[config.mk]
export PLATFORM = sky130hd
export DESIGN_NAME = multicycle_ctrl
export DESIGN_NICKNAME = d
export VERILOG_FILES = /design/src/rtl/riscv_mc_pkg.sv /design/src/rtl/mem_wait_timer.sv /design/src/rtl/multicycle_ctrl.sv
export SDC_FILE = /design/constraint.sdc
export NUM_CORES = 1
export LEC_CHECK = 0
export ABC_AREA = 1
export ABC_CLOCK_PERIOD_IN_PS = 1930
export CORE_UTILIZATION = 45
export DETAILED_ROUTE_END_ITERATION = 12
export GPL_TIMING_DRIVEN = 1
export PLACE_DENSITY = 0.78
export SLEW_MARGIN = 20
export SYNTH_ARGS = -nofsm -noshare
export SYNTH_HDL_FRONTEND = slang
export SYNTH_SLANG_ARGS = --single-unit
[constraint.sdc]
create_clock -name clk -period 1.93 [get_ports clk]
set_input_delay 0.193 -clock clk [delete_from_list [all_inputs] [get_ports clk]]
set_output_delay 0.193 -clock clk [all_outputs]
set_load 0.03 [all_outputs]
[src/rtl/riscv_mc_pkg.sv]
// Shared types and encodings for the multi-cycle RV32I controller: state enum,
// opcode constants, datapath select encodings and the I-type ALU op helper.
package riscv_mc_pkg;

  typedef enum logic [3:0] {
    S_RST,
    S_FETCH,
    S_DECODE,
    S_EX_ALU,
    S_ALU_WB,
    S_EX_ADDR,
    S_MEM_RD,
    S_MEM_WR,
    S_LOAD_WB,
    S_EX_BR,
    S_JUMP,
    S_HALT
  } state_e;

  localparam logic [6:0] OP_R      = 7'b0110011;
  localparam logic [6:0] OP_IMM    = 7'b0010011;
  localparam logic [6:0] OP_LOAD   = 7'b0000011;
  localparam logic [6:0] OP_STORE  = 7'b0100011;
  localparam logic [6:0] OP_BRANCH = 7'b1100011;
  localparam logic [6:0] OP_JAL    = 7'b1101111;

  localparam logic [1:0] SRCA_PC    = 2'b00;
  localparam logic [1:0] SRCA_OLDPC = 2'b01;
  localparam logic [1:0] SRCA_RS1   = 2'b10;

  localparam logic [1:0] SRCB_RS2  = 2'b00;
  localparam logic [1:0] SRCB_IMM  = 2'b01;
  localparam logic [1:0] SRCB_FOUR = 2'b10;

  localparam logic [1:0] WB_ALUOUT = 2'b00;
  localparam logic [1:0] WB_MEM    = 2'b01;
  localparam logic [1:0] WB_PC     = 2'b10;

  localparam logic [1:0] ERR_NONE    = 2'b00;
  localparam logic [1:0] ERR_ILLEGAL = 2'b01;
  localparam logic [1:0] ERR_TIMEOUT = 2'b10;

  localparam logic [3:0] ALU_ADD = 4'b0000;
  localparam logic [3:0] ALU_SUB = 4'b1000;

  // funct7[5] is only an opcode modifier for SRAI; elsewhere it is imm[10].
  function automatic logic [3:0] imm_alu_op(input logic [2:0] f3, input logic f7_5);
    return {(f3 == 3'b101) & f7_5, f3};
  endfunction

endpackage

[src/rtl/mem_wait_timer.sv]
// Counts memory wait cycles; expired flags the wait cycle that would reach MEM_TIMEOUT.
// MEM_TIMEOUT=0 never expires; clear has priority over counting.
module mem_wait_timer #(
  parameter int unsigned MEM_TIMEOUT = 255
) (
  input  logic clk,
  input  logic rst_n,
  input  logic clear,
  input  logic count_en,
  output logic expired
);

  localparam int unsigned CW = (MEM_TIMEOUT < 2) ? 1 : $clog2(MEM_TIMEOUT);
  localparam logic [CW-1:0] LIMIT = (MEM_TIMEOUT == 0) ? '0 : CW'(MEM_TIMEOUT - 1);

  logic [CW-1:0] cnt_q, cnt_d;

  always_comb begin
    cnt_d = cnt_q;
    if (clear)         cnt_d = '0;
    else if (count_en) cnt_d = cnt_q + CW'(1);
  end

  always_ff @(posedge clk or negedge rst_n) begin
    if (!rst_n) cnt_q <= '0;
    else        cnt_q <= cnt_d;
  end

  assign expired = (MEM_TIMEOUT != 0) && count_en && (cnt_q == LIMIT);

endmodule

[src/rtl/multicycle_ctrl.sv]
// Multi-cycle RV32I control FSM sharing one memory port; 3-5 cycles/instr plus memory waits.
// Holds mem_req until mem_ready, halts on illegal opcode or timeout; PERF_CNT_EN adds counters.
module multicycle_ctrl
  import riscv_mc_pkg::*;
#(
  parameter int unsigned MEM_TIMEOUT = 255
) (
  input  logic       clk,
  input  logic       rst_n,
  input  logic [6:0] opcode,
  input  logic [2:0] funct3,
  input  logic [6:0] funct7,
  input  logic       alu_zero,
  input  logic       mem_ready,
  output logic       mem_req,
  output logic       mem_we,
  output logic       addr_sel,
  output logic       ir_write,
  output logic       pc_write,
  output logic       pc_src,
  output logic       aluout_write,
  output logic [1:0] alu_src_a,
  output logic [1:0] alu_src_b,
  output logic [3:0] alu_op,
  output logic       reg_write,
  output logic [1:0] wb_sel,
  output logic       halted,
`ifdef PERF_CNT_EN
  output logic [31:0] cycle_cnt,
  output logic [31:0] instret_cnt,
`endif
  output logic [1:0] err
);

  state_e     state_q, state_d;
  logic [1:0] err_q, err_d;
  logic       tmo_expired;
  logic       br_taken;
  logic       unused_funct7;

  assign unused_funct7 = ^{funct7[6], funct7[4:0]};
  assign br_taken = ((funct3 == 3'b000) && alu_zero) || ((funct3 == 3'b001) && !alu_zero);

  mem_wait_timer #(.MEM_TIMEOUT(MEM_TIMEOUT)) u_wait (
    .clk      (clk),
    .rst_n    (rst_n),
    .clear    (state_d != state_q),
    .count_en (mem_req & ~mem_ready),
    .expired  (tmo_expired)
  );

  always_ff @(posedge clk or negedge rst_n) begin
    if (!rst_n) begin
      state_q <= S_RST;
      err_q   <= ERR_NONE;
    end else begin
      state_q <= state_d;
      err_q   <= err_d;
    end
  end

  always_comb begin
    state_d = state_q;
    err_d   = err_q;
    unique case (state_q)
      S_RST:    state_d = S_FETCH;
      S_FETCH: begin
        if (mem_ready)        state_d = S_DECODE;
        else if (tmo_expired) begin state_d = S_HALT; err_d = ERR_TIMEOUT; end
      end
      S_DECODE: begin
        case (opcode)
          OP_R, OP_IMM:      state_d = S_EX_ALU;
          OP_LOAD, OP_STORE: state_d = S_EX_ADDR;
          OP_BRANCH:         state_d = S_EX_BR;
          OP_JAL:            state_d = S_JUMP;
          default:           begin state_d = S_HALT; err_d = ERR_ILLEGAL; end
        endcase
      end
      S_EX_ALU:  state_d = S_ALU_WB;
      S_EX_ADDR: state_d = (opcode == OP_STORE) ? S_MEM_WR : S_MEM_RD;
      S_MEM_RD: begin
        if (mem_ready)        state_d = S_LOAD_WB;
        else if (tmo_expired) begin state_d = S_HALT; err_d = ERR_TIMEOUT; end
      end
      S_MEM_WR: begin
        if (mem_ready)        state_d = S_FETCH;
        else if (tmo_expired) begin state_d = S_HALT; err_d = ERR_TIMEOUT; end
      end
      S_ALU_WB, S_LOAD_WB, S_EX_BR, S_JUMP: state_d = S_FETCH;
      S_HALT:   state_d = S_HALT;
      default:  state_d = S_HALT;
    endcase
  end

  always_comb begin
    mem_req      = 1'b0;
    mem_we       = 1'b0;
    addr_sel     = 1'b0;
    ir_write     = 1'b0;
    pc_write     = 1'b0;
    pc_src       = 1'b0;
    aluout_write = 1'b0;
    alu_src_a    = SRCA_PC;
    alu_src_b    = SRCB_RS2;
    alu_op       = ALU_ADD;
    reg_write    = 1'b0;
    wb_sel       = WB_ALUOUT;
    halted       = (state_q == S_HALT);
    err          = err_q;
    case (state_q)
      S_FETCH: begin
        mem_req = 1'b1;
        if (mem_ready) begin
          ir_write  = 1'b1;
          alu_src_b = SRCB_FOUR;
          pc_write  = 1'b1;
        end
      end
      S_DECODE: begin
        alu_src_a    = SRCA_OLDPC;
        alu_src_b    = SRCB_IMM;
        aluout_write = 1'b1;
      end
      S_EX_ALU: begin
        alu_src_a    = SRCA_RS1;
        aluout_write = 1'b1;
        if (opcode == OP_R) begin
          alu_op = {funct7[5], funct3};
        end else begin
          alu_src_b = SRCB_IMM;
          alu_op    = imm_alu_op(funct3, funct7[5]);
        end
      end
      S_ALU_WB:  reg_write = 1'b1;
      S_EX_ADDR: begin
        alu_src_a    = SRCA_RS1;
        alu_src_b    = SRCB_IMM;
        aluout_write = 1'b1;
      end
      S_MEM_RD: begin
        mem_req  = 1'b1;
        addr_sel = 1'b1;
      end
      S_MEM_WR: begin
        mem_req  = 1'b1;
        mem_we   = 1'b1;
        addr_sel = 1'b1;
      end
      S_LOAD_WB: begin
        reg_write = 1'b1;
        wb_sel    = WB_MEM;
      end
      S_EX_BR: begin
        alu_src_a = SRCA_RS1;
        alu_op    = ALU_SUB;
        pc_write  = br_taken;
        pc_src    = br_taken;
      end
      S_JUMP: begin
        reg_write = 1'b1;
        wb_sel    = WB_PC;
        pc_write  = 1'b1;
        pc_src    = 1'b1;
      end
      default: ;
    endcase
  end

`ifdef PERF_CNT_EN
  logic [31:0] cycle_cnt_q, instret_cnt_q;

  always_ff @(posedge clk or negedge rst_n) begin
    if (!rst_n) begin
      cycle_cnt_q   <= '0;
      instret_cnt_q <= '0;
    end else begin
      if (state_q != S_RST && state_q != S_HALT)
        cycle_cnt_q <= cycle_cnt_q + 32'd1;
      if (state_d == S_FETCH && state_q != S_FETCH && state_q != S_RST)
        instret_cnt_q <= instret_cnt_q + 32'd1;
    end
  end

  assign cycle_cnt   = cycle_cnt_q;
  assign instret_cnt = instret_cnt_q;
`endif

endmodule

==> impl_metrics.ini <==
[logic_synthesis]
synth-edff-count = 0
synthCells = 187
yosysSeqAreaShare = 0.261
synth_common_cells = nand2_1, nor2_1, inv_1
synth_flop_cell = dfrtp_1
synth_top_area_share = 0.261
synth_most_common_cell = nand2_1
ys_warn_count = 0
synth_top_area_cell = dfrtp_1
async_reset_ff_frac = 1.00
syn_nets = 210
ys_ff_latch = 14
ys_types = 32
avgSynthCellArea_um2 = 7.17
synthTopCellsByArea = dfrtp_1, nand2_1, nor2_1, nor3_2, inv_1
syn_area_mm2 = 0.00134

[placement]
dp.cells = 254
io_buffers = 35
gp_congestion = 0.831
hpwl_mm = 2.40
dpl_worst_slack_ns = 0.00230

[sta]
clock_skew_ns = 0.00925
fmaxAchievable_mhz = 538
slew_headroom = 0.571
grt_setup_unrepaired = false
fin_crit_ns = 1.86
tns_ns = 0
worst_pin_slew_ns = 0.641
setup_viol = 0
timing.final.crit_share = 0.963
finalWorstSetupSlack_ns = 0.0715
final-max-slew-violation-count = 0
hold_viol_final = 0
holdWs_ns = 0.307

[clock_tree]
cts_max_level = 1
cts_tree = built
numCtsBuffers = 3
numClockSinks = 14
clkTransAtPathRegs_ns = 0.08
clock_latency_ns = 0.28
clock_path_buffers = 2
clockRootBuffer = clkbuf_4
hold_buffers = 0

[power]
combPwrFrac = 0.128
vdd_drop_max_uv = 456
power.net_switching_uw = 119
p_total_uw = 518
sw_frac_of_total = 0.229
p_int_uw = 399
seqPwrFrac = 0.567
p_leak_nw = 0.953
p_clk_frac = 0.305
power_density_mw_per_mm2 = 288

[floorplanning]
fp.dieW_um = 56.6
core.rowCount = 19
ios = 42
core-area_mm2 = 0.00278
start_util = 0.482
dieArea_mm2 = 0.00320
dieHeight_um = 56.6

[drt]
drt_iter0_markers = 40
detail_route.wl_per_cell_um = 11.6
drc = 0
ant_nets = 0
dr.pass1.iters = 4
avgViaCountPerCell = 5.13
num_vias = 1333
routed_wl_mm = 3.01

[global_route]
antenna_found_initial = 0
grt_pass1_vias = 1191
grt_max_degree = 15
overflow = 0
grt_pass1_wl_mm = 5.18
grt.total_usage = 0.201

[worst_setup_path]
r2r_setup_slack_ns = 0.17
cp_cell_sequence = inv_2 > nand3_4 > inv_1 > clkdlybuf4s50_1
worstSetupStartpointType = flip-flop
critPathTopFamily = buffers and inverters
arrival_ns = 1.67
cp_slowest_cell = clkdlybuf4s50_1
crit_fanout = 4
cp-end-kind = primary output
required_ns = 1.74
slowest_delay_ns = 0.66
critPathKind = reg -> out
crit_buf_inv = 3

[finish]
drive_gt1_frac = 0.328
final_nets = 254
layoutNonFillerInstCount = 260
nFillCells = 270
areaGrowthSynthToFinish_pct = 34.4
n_antenna_cell = 0

[run]
max_cap_violations = 0

[run_status]
status = finished, final reports clean

[hold_path]
hp-class = in -> async
## cell type report
type	instances	area (um2)	area share
Sequential cell	14	355	0.197
Multi-Input combinational cell	141	907	0.504
Timing Repair Buffer	42	367	0.204
Tap cell	31	38.8	0.0215
Inverter	29	110	0.0612
Clock buffer	3	22.5	0.0125
## power groups by stage
stage	Sequential [mW]	Clock (mW)	Combinational, mW
6_report	0.294	0.158	0.0664
5_1_grt	0.294	0.177	0.0744
4_1_cts	0.294	0.165	0.0638
3_5_place_dp	0.300	0	0.0635
3_3_place_gp	0.300	0	0.0633
2_1_floorplan	0.301	0	0.0178
## sequential cells by signal (all words and copies together) (netlist names)
signal and flops:
err 2, state_q 4, u_wait.cnt_q 8
## worst register-to-register path, delay by kind of cell (launching register included)
kind	cells	cell delay, ns
and+or+nand+nor	6	0.71
AOI/OAI and AO/OA	2	0.41
DFF	1	0.50
buffers and inverters	1	0.04
## kinds of logic after synthesis
group	share of synthesized area
buffers and inverters	0.102
flip-flops	0.261
adder cells (fa/ha/maj)	0.0187
AO/OA/AOI/OAI	0.0663
AND/OR/NAND/NOR	0.500
XOR/XNOR	0.0523
## metal layers
metal,share of wire,up-vias,global-route usage
met5,0,-,0
met4,0.0040,0,0.0209
met3,0.044,2,0.0415
met2,0.46,33,0.316
met1,0.49,613,0.293
li1,-,685,-
## placed cells by master, fill, tap and decap left out
master | Yosys | routed
nand3_4 | 3 | 3
nor4_4 | 0 | 1
ha_1 | 2 | 2
nand3_2 | 0 | 1
nand4_1 | 3 | 3
buf_4 | 2 | 18
xnor2_1 | 3 | 3
nand2_1 | 40 | 38
dlygate4sd2_1 | 0 | 7
nor3_2 | 8 | 8
inv_1 | 19 | 18
clkinv_2 | 1 | 1
o21ai_0 | 5 | 4
inv_2 | 9 | 10
nor2_4 | 2 | 2
a21o_1 | 1 | 1
clkdlybuf4s50_1 | 0 | 17
nand3_1 | 14 | 13
a21oi_1 | 3 | 3
nor2_8 | 2 | 2
o22ai_1 | 1 | 1
xor2_1 | 5 | 5
a31oi_1 | 1 | 1
clkbuf_4 | 0 | 3
or2_2 | 1 | 1
nand2_8 | 1 | 1
nor2_1 | 24 | 20
nand2_2 | 8 | 10
nor2_2 | 2 | 6
nor3_1 | 2 | 2
dfrtp_1 | 14 | 10
and2_1 | 1 | 1
dfrtp_2 | 0 | 4
o21ai_1 | 4 | 5
nand2_4 | 3 | 3
o41ai_4 | 0 | 1
## timing repair
| item | 4_1_cts | 5_1_grt |
|---|---|---|
| pin swaps | 0 | 3 |
| buffers inserted | 0 | 3 |
| endpoints found under the setup margin | 11 | 6 |
| resized for setup | 10 | 11 |
## final timing paths
kind	start	to	depth (start not counted)
worst max-delay path	state_q[3]	addr_sel	4
worst min-delay path	rst_n	u_wait.cnt_q[5]	1
worst max register to register	state_q[1]	u_wait.cnt_q[1]	9
worst min register to register	err[0]	err[0]	1
max in group asynchronous	rst_n	state_q[0]	1
min in group clk	err[0]	err[0]	1
## stage by stage
stage	cell area, um2	util
floorplan	1360	-
global placement	1730	0.621
detailed placement	1730	0.621
CTS	1740	0.627
global route	1800	0.647
finish	1800	0.647
Power figures use the tool's default switching activity.
